File: config.mk
export PLATFORM = sky130hd
export DESIGN_NAME = mbist_addr_gen_flat
export DESIGN_NICKNAME = d
export VERILOG_FILES = /design/src/rtl/mbist_pkg.sv /design/src/rtl/mbist_addr_gen_if.sv /design/src/rtl/mbist_addr_gen.sv /design/src/flat_wrapper.sv
export SDC_FILE = /design/constraint.sdc
export NUM_CORES = 1
export LEC_CHECK = 0
export CAP_MARGIN = 20
export CORE_MARGIN = 5
export CORE_UTILIZATION = 30
export CTS_CLUSTER_SIZE = 25
export DETAILED_ROUTE_END_ITERATION = 16
export PLACE_DENSITY = 0.56
export SYNTH_ARGS = -nofsm -noshare
export SYNTH_HDL_FRONTEND = slang
export SYNTH_SLANG_ARGS = --single-unit
File: constraint.sdc
create_clock -name clk -period 5.45 [get_ports clk]
set_input_delay 1.09 -clock clk [delete_from_list [all_inputs] [get_ports clk]]
set_output_delay 1.09 -clock clk [all_outputs]
set_load 0.005 [all_outputs]
File: src/rtl/mbist_pkg.sv
// Shared definitions for the MBIST address generator.
//   addr_gen_state_e : sweep control states (idle, running, one-cycle done)
//   ADDR_W_DEF       : default address width
//   STEP_W_DEF       : default stride width
package mbist_pkg;

   typedef enum logic [1:0] {AG_IDLE, AG_RUN, AG_DONE} addr_gen_state_e;

   localparam int unsigned ADDR_W_DEF = 10;
   localparam int unsigned STEP_W_DEF = 4;

endpackage

File: src/rtl/mbist_addr_gen_if.sv
// Bundle between the MBIST controller FSM and the address generator.
//   controller -> generator : start, abort, cen, u_d, wrap_mode, lo, hi, step
//   generator -> controller : addr, busy, last, done, cout, err
// master = controller side, slave = address generator side.
interface mbist_addr_gen_if
   import mbist_pkg::*;
#(
   parameter int unsigned ADDR_W = ADDR_W_DEF,
   parameter int unsigned STEP_W = STEP_W_DEF
);

   logic              start;
   logic              abort;
   logic              cen;
   logic              u_d;
   logic              wrap_mode;
   logic [ADDR_W-1:0] lo;
   logic [ADDR_W-1:0] hi;
   logic [STEP_W-1:0] step;
   logic [ADDR_W-1:0] addr;
   logic              busy;
   logic              last;
   logic              done;
   logic              cout;
   logic              err;

   modport master (
      output start, abort, cen, u_d, wrap_mode, lo, hi, step,
      input  addr, busy, last, done, cout, err
   );

   modport slave (
      input  start, abort, cen, u_d, wrap_mode, lo, hi, step,
      output addr, busy, last, done, cout, err
   );

endinterface

File: src/rtl/mbist_addr_gen.sv
// MBIST address generator: sweeps addr through the window [lo, hi] with a
// programmable stride, up or down, once or looping until abort.
// Ports:
//   clk   : clock, rising edge
//   rst_n : synchronous active-low reset
//   bus   : slave side of mbist_addr_gen_if (start/abort/cen handshake,
//           window/stride config in; addr, busy, last, done, cout, err out)
module mbist_addr_gen
   import mbist_pkg::*;
#(
   parameter int unsigned ADDR_W = ADDR_W_DEF,
   parameter int unsigned STEP_W = STEP_W_DEF
) (
   input logic              clk,
   input logic              rst_n,
   mbist_addr_gen_if.slave  bus
);

   localparam int unsigned SUM_W = ADDR_W + 1;

   addr_gen_state_e   state_q, state_d;
   logic [ADDR_W-1:0] addr_q, addr_d;
   logic              err_q, err_d;
   logic              done_q, done_d;
   logic              cout_q, cout_d;
   logic              load;

   // configuration latched at start, frozen for the whole sweep
   logic              u_d_q;
   logic              wrap_q;
   logic [ADDR_W-1:0] lo_q;
   logic [ADDR_W-1:0] hi_q;
   logic [STEP_W-1:0] step_q;

   logic [ADDR_W-1:0] step_ext;
   logic [SUM_W-1:0]  sum_up;
   logic              terminal;
   logic              illegal;

   // Up: compare in ADDR_W+1 bits so addr+step cannot wrap past the top.
   // Down: addr >= lo always holds in RUN, so addr-lo never underflows and
   // addr-step is only formed when it stays at or above lo.
   always_comb begin
      step_ext = ADDR_W'(step_q);
      sum_up   = SUM_W'(addr_q) + SUM_W'(step_q);
      terminal = u_d_q ? (sum_up > SUM_W'(hi_q))
                       : ((addr_q - lo_q) < step_ext);
      illegal  = (bus.lo > bus.hi) || (bus.step == '0);
   end

   always_comb begin
      state_d = state_q;
      addr_d  = addr_q;
      err_d   = err_q;
      done_d  = 1'b0;
      cout_d  = 1'b0;
      load    = 1'b0;
      case (state_q)
         AG_IDLE: begin
            if (bus.start && !bus.abort) begin
               if (illegal) begin
                  err_d = 1'b1;
               end else begin
                  load    = 1'b1;
                  err_d   = 1'b0;
                  addr_d  = bus.u_d ? bus.lo : bus.hi;
                  state_d = AG_RUN;
               end
            end
         end
         AG_RUN: begin
            if (bus.abort) begin
               state_d = AG_IDLE;
            end else if (bus.cen) begin
               if (!terminal) begin
                  addr_d = u_d_q ? (addr_q + step_ext) : (addr_q - step_ext);
               end else if (wrap_q) begin
                  addr_d = u_d_q ? lo_q : hi_q;
                  cout_d = 1'b1;
               end else begin
                  state_d = AG_DONE;
                  done_d  = 1'b1;
               end
            end
         end
         AG_DONE: state_d = AG_IDLE;
         default: state_d = AG_IDLE;
      endcase
   end

   always_ff @(posedge clk) begin
      if (!rst_n) begin
         state_q <= AG_IDLE;
         addr_q  <= '0;
         err_q   <= 1'b0;
         done_q  <= 1'b0;
         cout_q  <= 1'b0;
         u_d_q   <= 1'b0;
         wrap_q  <= 1'b0;
         lo_q    <= '0;
         hi_q    <= '0;
         step_q  <= '0;
      end else begin
         state_q <= state_d;
         addr_q  <= addr_d;
         err_q   <= err_d;
         done_q  <= done_d;
         cout_q  <= cout_d;
         if (load) begin
            u_d_q  <= bus.u_d;
            wrap_q <= bus.wrap_mode;
            lo_q   <= bus.lo;
            hi_q   <= bus.hi;
            step_q <= bus.step;
         end
      end
   end

   assign bus.addr = addr_q;
   assign bus.busy = (state_q == AG_RUN);
   assign bus.last = (state_q == AG_RUN) && terminal;
   assign bus.done = done_q;
   assign bus.cout = cout_q;
   assign bus.err  = err_q;

endmodule

File: src/flat_wrapper.sv
// flat-port wrapper written by rule: the top's interface ports become plain ports
module mbist_addr_gen_flat import mbist_pkg::*;
#(
   parameter int unsigned ADDR_W = ADDR_W_DEF,
   parameter int unsigned STEP_W = STEP_W_DEF
)
  (clk, rst_n, bus_start, bus_abort, bus_cen, bus_u_d, bus_wrap_mode, bus_lo, bus_hi, bus_step, bus_addr, bus_busy, bus_last, bus_done, bus_cout, bus_err);
  mbist_addr_gen_if #(.ADDR_W(ADDR_W), .STEP_W(STEP_W)) bus_i ();
  input logic clk;
  input logic rst_n;
  input wire logic [$bits(bus_i.start)-1:0] bus_start;
  input wire logic [$bits(bus_i.abort)-1:0] bus_abort;
  input wire logic [$bits(bus_i.cen)-1:0] bus_cen;
  input wire logic [$bits(bus_i.u_d)-1:0] bus_u_d;
  input wire logic [$bits(bus_i.wrap_mode)-1:0] bus_wrap_mode;
  input wire logic [$bits(bus_i.lo)-1:0] bus_lo;
  input wire logic [$bits(bus_i.hi)-1:0] bus_hi;
  input wire logic [$bits(bus_i.step)-1:0] bus_step;
  output wire logic [$bits(bus_i.addr)-1:0] bus_addr;
  output wire logic [$bits(bus_i.busy)-1:0] bus_busy;
  output wire logic [$bits(bus_i.last)-1:0] bus_last;
  output wire logic [$bits(bus_i.done)-1:0] bus_done;
  output wire logic [$bits(bus_i.cout)-1:0] bus_cout;
  output wire logic [$bits(bus_i.err)-1:0] bus_err;
  assign bus_i.start = bus_start;
  assign bus_i.abort = bus_abort;
  assign bus_i.cen = bus_cen;
  assign bus_i.u_d = bus_u_d;
  assign bus_i.wrap_mode = bus_wrap_mode;
  assign bus_i.lo = bus_lo;
  assign bus_i.hi = bus_hi;
  assign bus_i.step = bus_step;
  assign bus_addr = bus_i.addr;
  assign bus_busy = bus_i.busy;
  assign bus_last = bus_i.last;
  assign bus_done = bus_i.done;
  assign bus_cout = bus_i.cout;
  assign bus_err = bus_i.err;
  mbist_addr_gen #(.ADDR_W(ADDR_W), .STEP_W(STEP_W)) u_core (.clk(clk), .rst_n(rst_n), .bus(bus_i));
endmodule
==> Word level (Yosys, flattened, before mapping) <==
Index checks and enable logic that the tools add are counted.
{ "totals": {"output_inout_bits": 15, "input_bits": 31, "reg_bits": 41, "wordCells": 65} }
{ "op_classes": {"eq_ne": 9, "magnitude_cmp": 3, "n_mux": 24, "bitwise_logic": 4, "n_reduce_logical": 11, "add_sub_neg": 4} }
{ "op_table": {"columns": ["cell", "n"], "rows": [
  ["$mux W10", 9],
  ["$pmux W10 S2", 1],
  ["$mux W2", 6],
  ["$add A10 B4 Y11", 1],
  ["$gt A11 B10 Y1", 1],
  ["$add A10 B4 Y10", 1],
  ["$gt A10 B10 Y1", 1],
  ["$lt A10 B4 Y1", 1],
  ["$sub A10 B10 Y10", 1],
  ["$sub A10 B4 Y10", 1],
  ["$mux W1", 7],
  ["$ne A2 B2 Y1 const B", 3],
  ["$ne A3 B2 Y1 const B", 2],
  ["$ne A3 B3 Y1 const B", 2],
  ["$reduce_and A6 Y1", 1],
  ["$reduce_and A5 Y1", 1],
  ["$reduce_or A5 Y1", 1],
  ["$logic_not A4 Y1", 1],
  ["$not A1 Y1", 4],
  ["$pmux W2 S2", 1],
  ["$eq A2 B1 Y1 const B", 1],
  ["$logic_and A1 B1 Y1", 2],
  ["$logic_not A2 Y1", 1],
  ["$ne A2 B1 Y1 const B", 1],
  ["other kinds (4)", 4]
]} }

==> Longest topological paths before layout <==
{ "depth": {"word_depth": 7, "ltp_mapped": 17, "depth_no_buf": 16} }

==> Least setup slack after synthesis <==
No wires, ideal clock.
{ "synth_timing": {"path_type": "reg-to-output", "from": "reg u_core.addr_q[0] (netlist: u_core.bus.addr[0])", "to": "out bus_last", "path_slack_ns": 1.250, "t_required_ns": 4.360, "t_arrival_ns": 3.110, "stages_incl_launch_ff": 16, "path_buffers": 1, "path_cell_list": "dfxtp_1 > ha_1 > fa_1 > a21o_1 > a21oi_1 > nor2_1 > xor2_1 > ha_1 > nand4_1 > a21oi_1 > nor3_1 > nor3_1 > nor2_1 > nand2_4 > buf_8 > and2_1"} }
{ "synth_via": {"elab_chain_cells": 4, "word_cells_on_any_way": 6, "classes_between": "add/sub: 2; order compare: 2; mux: 1; reduce/logical: 1"} }
{ "synth_rtl": {"columns": ["element", "line", "source"], "rows": [
  ["start: declaration", "mbist_addr_gen.sv:22", "logic [ADDR_W-1:0] addr_q, addr_d;"],
  ["start signal: assignment", "mbist_addr_gen.sv:105", "addr_q <= addr_d;"],
  ["$add A10 B4 Y11 / $sub A10 B10 Y10 (equally long branches)", "mbist_addr_gen.sv:45, mbist_addr_gen.sv:47", null],
  ["$gt A11 B10 Y1 / $lt A10 B4 Y1 (equally long branches)", "mbist_addr_gen.sv:46, mbist_addr_gen.sv:47", null],
  ["$mux W1 (*)", "mbist_addr_gen.sv:46", "terminal = u_d_q ? (sum_up > SUM_W'(hi_q))"],
  ["$logic_and A1 B1 Y1 (*)", "mbist_addr_gen.sv:121", "assign bus.last = (state_q == AG_RUN) && terminal;"],
  ["end: declaration", "flat_wrapper.sv:21", "output wire logic [$bits(bus_i.last)-1:0] bus_last;"]
]} }
Every way passes the cells marked *; elsewhere a longest branch is shown, timed or not.

==> Worst setup path after layout <==
{ "layout_timing": {"from": "reg u_core.step_q[0]", "to": "out bus_last"} }
{ "layout_via": {"elab_chain_cells": 4, "word_cells_on_any_way": 5, "classes_between": "add/sub: 1; order compare: 2; mux: 1; reduce/logical: 1"} }
{ "layout_rtl": {"columns": ["element", "line", "source"], "rows": [
  ["start: declaration", "mbist_addr_gen.sv:33", "logic [STEP_W-1:0] step_q;"],
  ["start signal: assignment", "mbist_addr_gen.sv:114", "step_q <= bus.step;"],
  ["$add A10 B4 Y11", "mbist_addr_gen.sv:45", "sum_up = SUM_W'(addr_q) + SUM_W'(step_q);"],
  ["$gt A11 B10 Y1", "mbist_addr_gen.sv:46", null],
  ["$mux W1 (*)", "mbist_addr_gen.sv:46", null],
  ["$logic_and A1 B1 Y1 (*)", "mbist_addr_gen.sv:121", null]
]} }
Marked as above.

==> results_dict.tcl <==
set metrics [dict create \
    status "finished, final reports clean" \
    insertion_delay_ps 290 \
    route.detailed.wl_per_inst_um 15.34 \
    maxCapViolCount 0 \
    crit_required_ps 4360 \
    area_delta_synth_final_pct 20.52 \
    netlist_area_mm2 0.003701 \
    worstMarginPinSlew_ps 981.6 \
    clock.fmax_ghz 0.1942 \
    min_period_ps 5149 \
    whs_ps 508.7 \
    clock-root-buffer "clkbuf_16" \
    drv_slew 0 \
    final_net_count 567 \
    io_pins 46 \
    htreeDepth 2 \
    cp-end-kind "primary output" \
    antenna_left 0 \
    first_iter_violations 156 \
    yosysWarningCount 0 \
    rsz0062_at_grt "no" \
    final_cell_area_mm2 0.004461 \
    setup_viol 0 \
    grtUsageTotal_pct 14.01 \
    cts_buffers 5 \
    post-route-period-util_pct 94.47 \
    clockBufferDepth 2 \
    ys_seq_area_share_pct 22.18 \
    die_h_um 121.1 \
    ys_async_sr_fraction_pct 0 \
    die-area_mm2 0.01466 \
    start_kind "flip-flop" \
    grt_pass1_wl_um 16330 \
    avgSynthCellArea_um2 8.261 \
    die_x_um 121.1 \
    grt_pass1_vias 3219 \
    drc 0 \
    slowest_delay_ps 490 \
    vias 3328 \
    crit_family "simple AND/OR/NAND/NOR gates" \
    synth_edf_count 0 \
    avgViaCountPerCell 5.073 \
    syn_nets 528 \
    antenna_found_initial 0 \
    firstDrtPassIters 4 \
    cp-startpoint "u_core.step_q[0]" \
    grt_max_degree 34 \
    hp-start "u_core.bus.err" \
    io_buffers 45 \
    hold_path.class "reg -> reg" \
    path_buf_inv 1 \
    fin_ws_ps 301.2 \
    grt_overflow 0 \
    clkTransAtPathRegs_ps 60 \
    place.gp.congestion 0.8106 \
    fin_tns_setup_ps 0 \
    synthCells 448 \
    cts_tree "built" \
    start_util_pct 30.68 \
    ys.flop_type "dfxtp_1" \
    path_max_fanout 18 \
    fin_skew_ps 5.142 \
    diodes 0 \
    relSlewSlack_pct 34.35 \
    peakVddDrop_v 0.0001041 \
    rows 40 \
    cts_sinks 41 \
    wl_um 10070 \
    cp_cell_sequence "ha_1 > fa_1 > a21o_1 > a21oi_2 > nor2_1 > xor2_1 > ha_1 > nand4_1 > a21oi_1 > nor3_1 > nor3_2 > nor2_1 > nand2_4 > and2_1 > clkdlybuf4s50_1" \
    worstReg2RegStart "u_core.step_q[0]" \
    postPlaceCellArea_mm2 0.004312 \
    hpwlAfterDp_um 8183 \
    core_area_mm2 0.01206 \
    critPathKind "reg -> out" \
    crit_slowest_cell "clkdlybuf4s50_1" \
    dp_slack_ps 368.9 \
    instances_no_fill 656 \
    final_hold_viol_count 0 \
    arrival_ps 4060 \
    leakage_nw 1.830 \
    drive_gt1_share_pct 4.713 \
    p_total_mw 0.9605 \
    p_per_area_mw_per_mm2 215.3 \
    utilization_pct 36.98 \
    synth_cell_type_count 60 \
    dp_cells 648 \
    synth-seq-cells 41 \
]
[registers in the layout, summed over array words and instances (netlist names), 2 cells and up]
| name | cells |
|---|---|
| u_core.bus.addr | 10 |
| u_core.hi_q | 10 |
| u_core.lo_q | 10 |
| u_core.step_q | 4 |
| u_core.state_q | 2 |
[cells in the final DEF (no fill, tap or decap), types with 4 or more instances in the layout]
master,n
a221o_1,7
clkdlybuf4s50_1,45
buf_4,4
o21a_1,4
ha_1,46
a21o_1,10
a21oi_1,14
dfxtp_1,40
a31oi_1,4
mux2i_1,31
xor2_1,11
nand2b_1,6
nand2_1,32
xnor2_1,9
nor3_1,6
nand4_1,4
nor4_1,4
nor2b_1,23
o21ai_0,32
nor2_1,26
inv_1,41
a32o_1,5
nor3b_1,6
a211oi_1,4
clkbuf_16,5
nand3_1,4
mux2_2,4
and2_1,12
[where the power goes]
part	switching, mW	leakage, nW	internal, mW
logic	0.182	1.43	0.159
registers	0.0189	0.334	0.315
clock network	0.118	0.0706	0.168
total	0.318	1.83	0.642
[what timing repair did]
item / 4_1_cts / 5_1_grt
gates resized for setup: 0 / 3
endpoints found under the setup margin: 0 / 1
hold buffers: 0 / 0
setup buffers: 0 / 0
[cells by family (layout without fill, tap and decap cells)]
family	Yosys count	after routing	synth area share, %
compound gates	106	106	19.54
xor+xnor	20	20	4.733
fa+ha+maj	49	49	17.17
buf+inv	59	99	6.728
flops	41	41	22.18
mux	35	35	9.601
simple gates	138	138	20.05
[final timing paths]
kind                         to  slack (ps)  cells after the start
min reg2reg      u_core.bus.err         510                      2
max reg2reg  u_core.bus.addr[1]        1560                     15
min              u_core.bus.err         510                      2
max                    bus_last         300                     15
[layout make-up]
class	instances	area, um^2
clock buffer	6	128.9
multi-input combinational	348	2651
tap	168	210.2
timing repair buffer	49	480.5
inverter	42	157.7
clock inverter	2	10.01
sequential	41	822.0
fill	1273	7601
[metal layers]
layer / part of all wire [%] / vias to the layer above / wire length (um) / GRT usage (%)
met2: 46 / 80 / 4634 / 22.33
li1: - / 1682 / - / -
met4: 1.9 / 0 / 189 / 4.320
met5: 0 / - / 0 / 0
met1: 47 / 1550 / 4752 / 18.82
met3: 4.8 / 16 / 488 / 3.124
[synthesized netlist by cell type, types with 5 or more instances]
cell / count / area, um^2
a21o_1: 10 / 75.07
a21oi_1: 16 / 80.08
a221o_1: 7 / 70.07
a32o_1: 5 / 50.05
and2_1: 12 / 75.07
clkbuf_1: 8 / 30.03
dfxtp_1: 41 / 820.8
ha_1: 46 / 575.6
inv_1: 41 / 153.9
mux2i_1: 31 / 310.3
nand2_1: 32 / 120.1
nand2b_1: 6 / 37.54
nor2_1: 26 / 97.59
nor2b_1: 23 / 143.9
nor3_1: 7 / 35.03
nor3b_1: 6 / 45.04
o21ai_0: 32 / 160.2
xnor2_1: 9 / 78.83
xor2_1: 11 / 96.34
[worst reg2reg max path: stages (launching register included)]
cell	delay, ps
dfxtp_1	360
ha_1	290
fa_1	430
a21o_1	190
a21oi_2	230
nor2_1	90
xor2_1	150
ha_1	310
nand4_1	130
a21oi_1	160
nor3_1	80
nor3_2	330
nor2_1	140
nand2_4	220
mux2_2	360
a221o_1	310
Note: power is estimated with default switching activity, not from simulation.
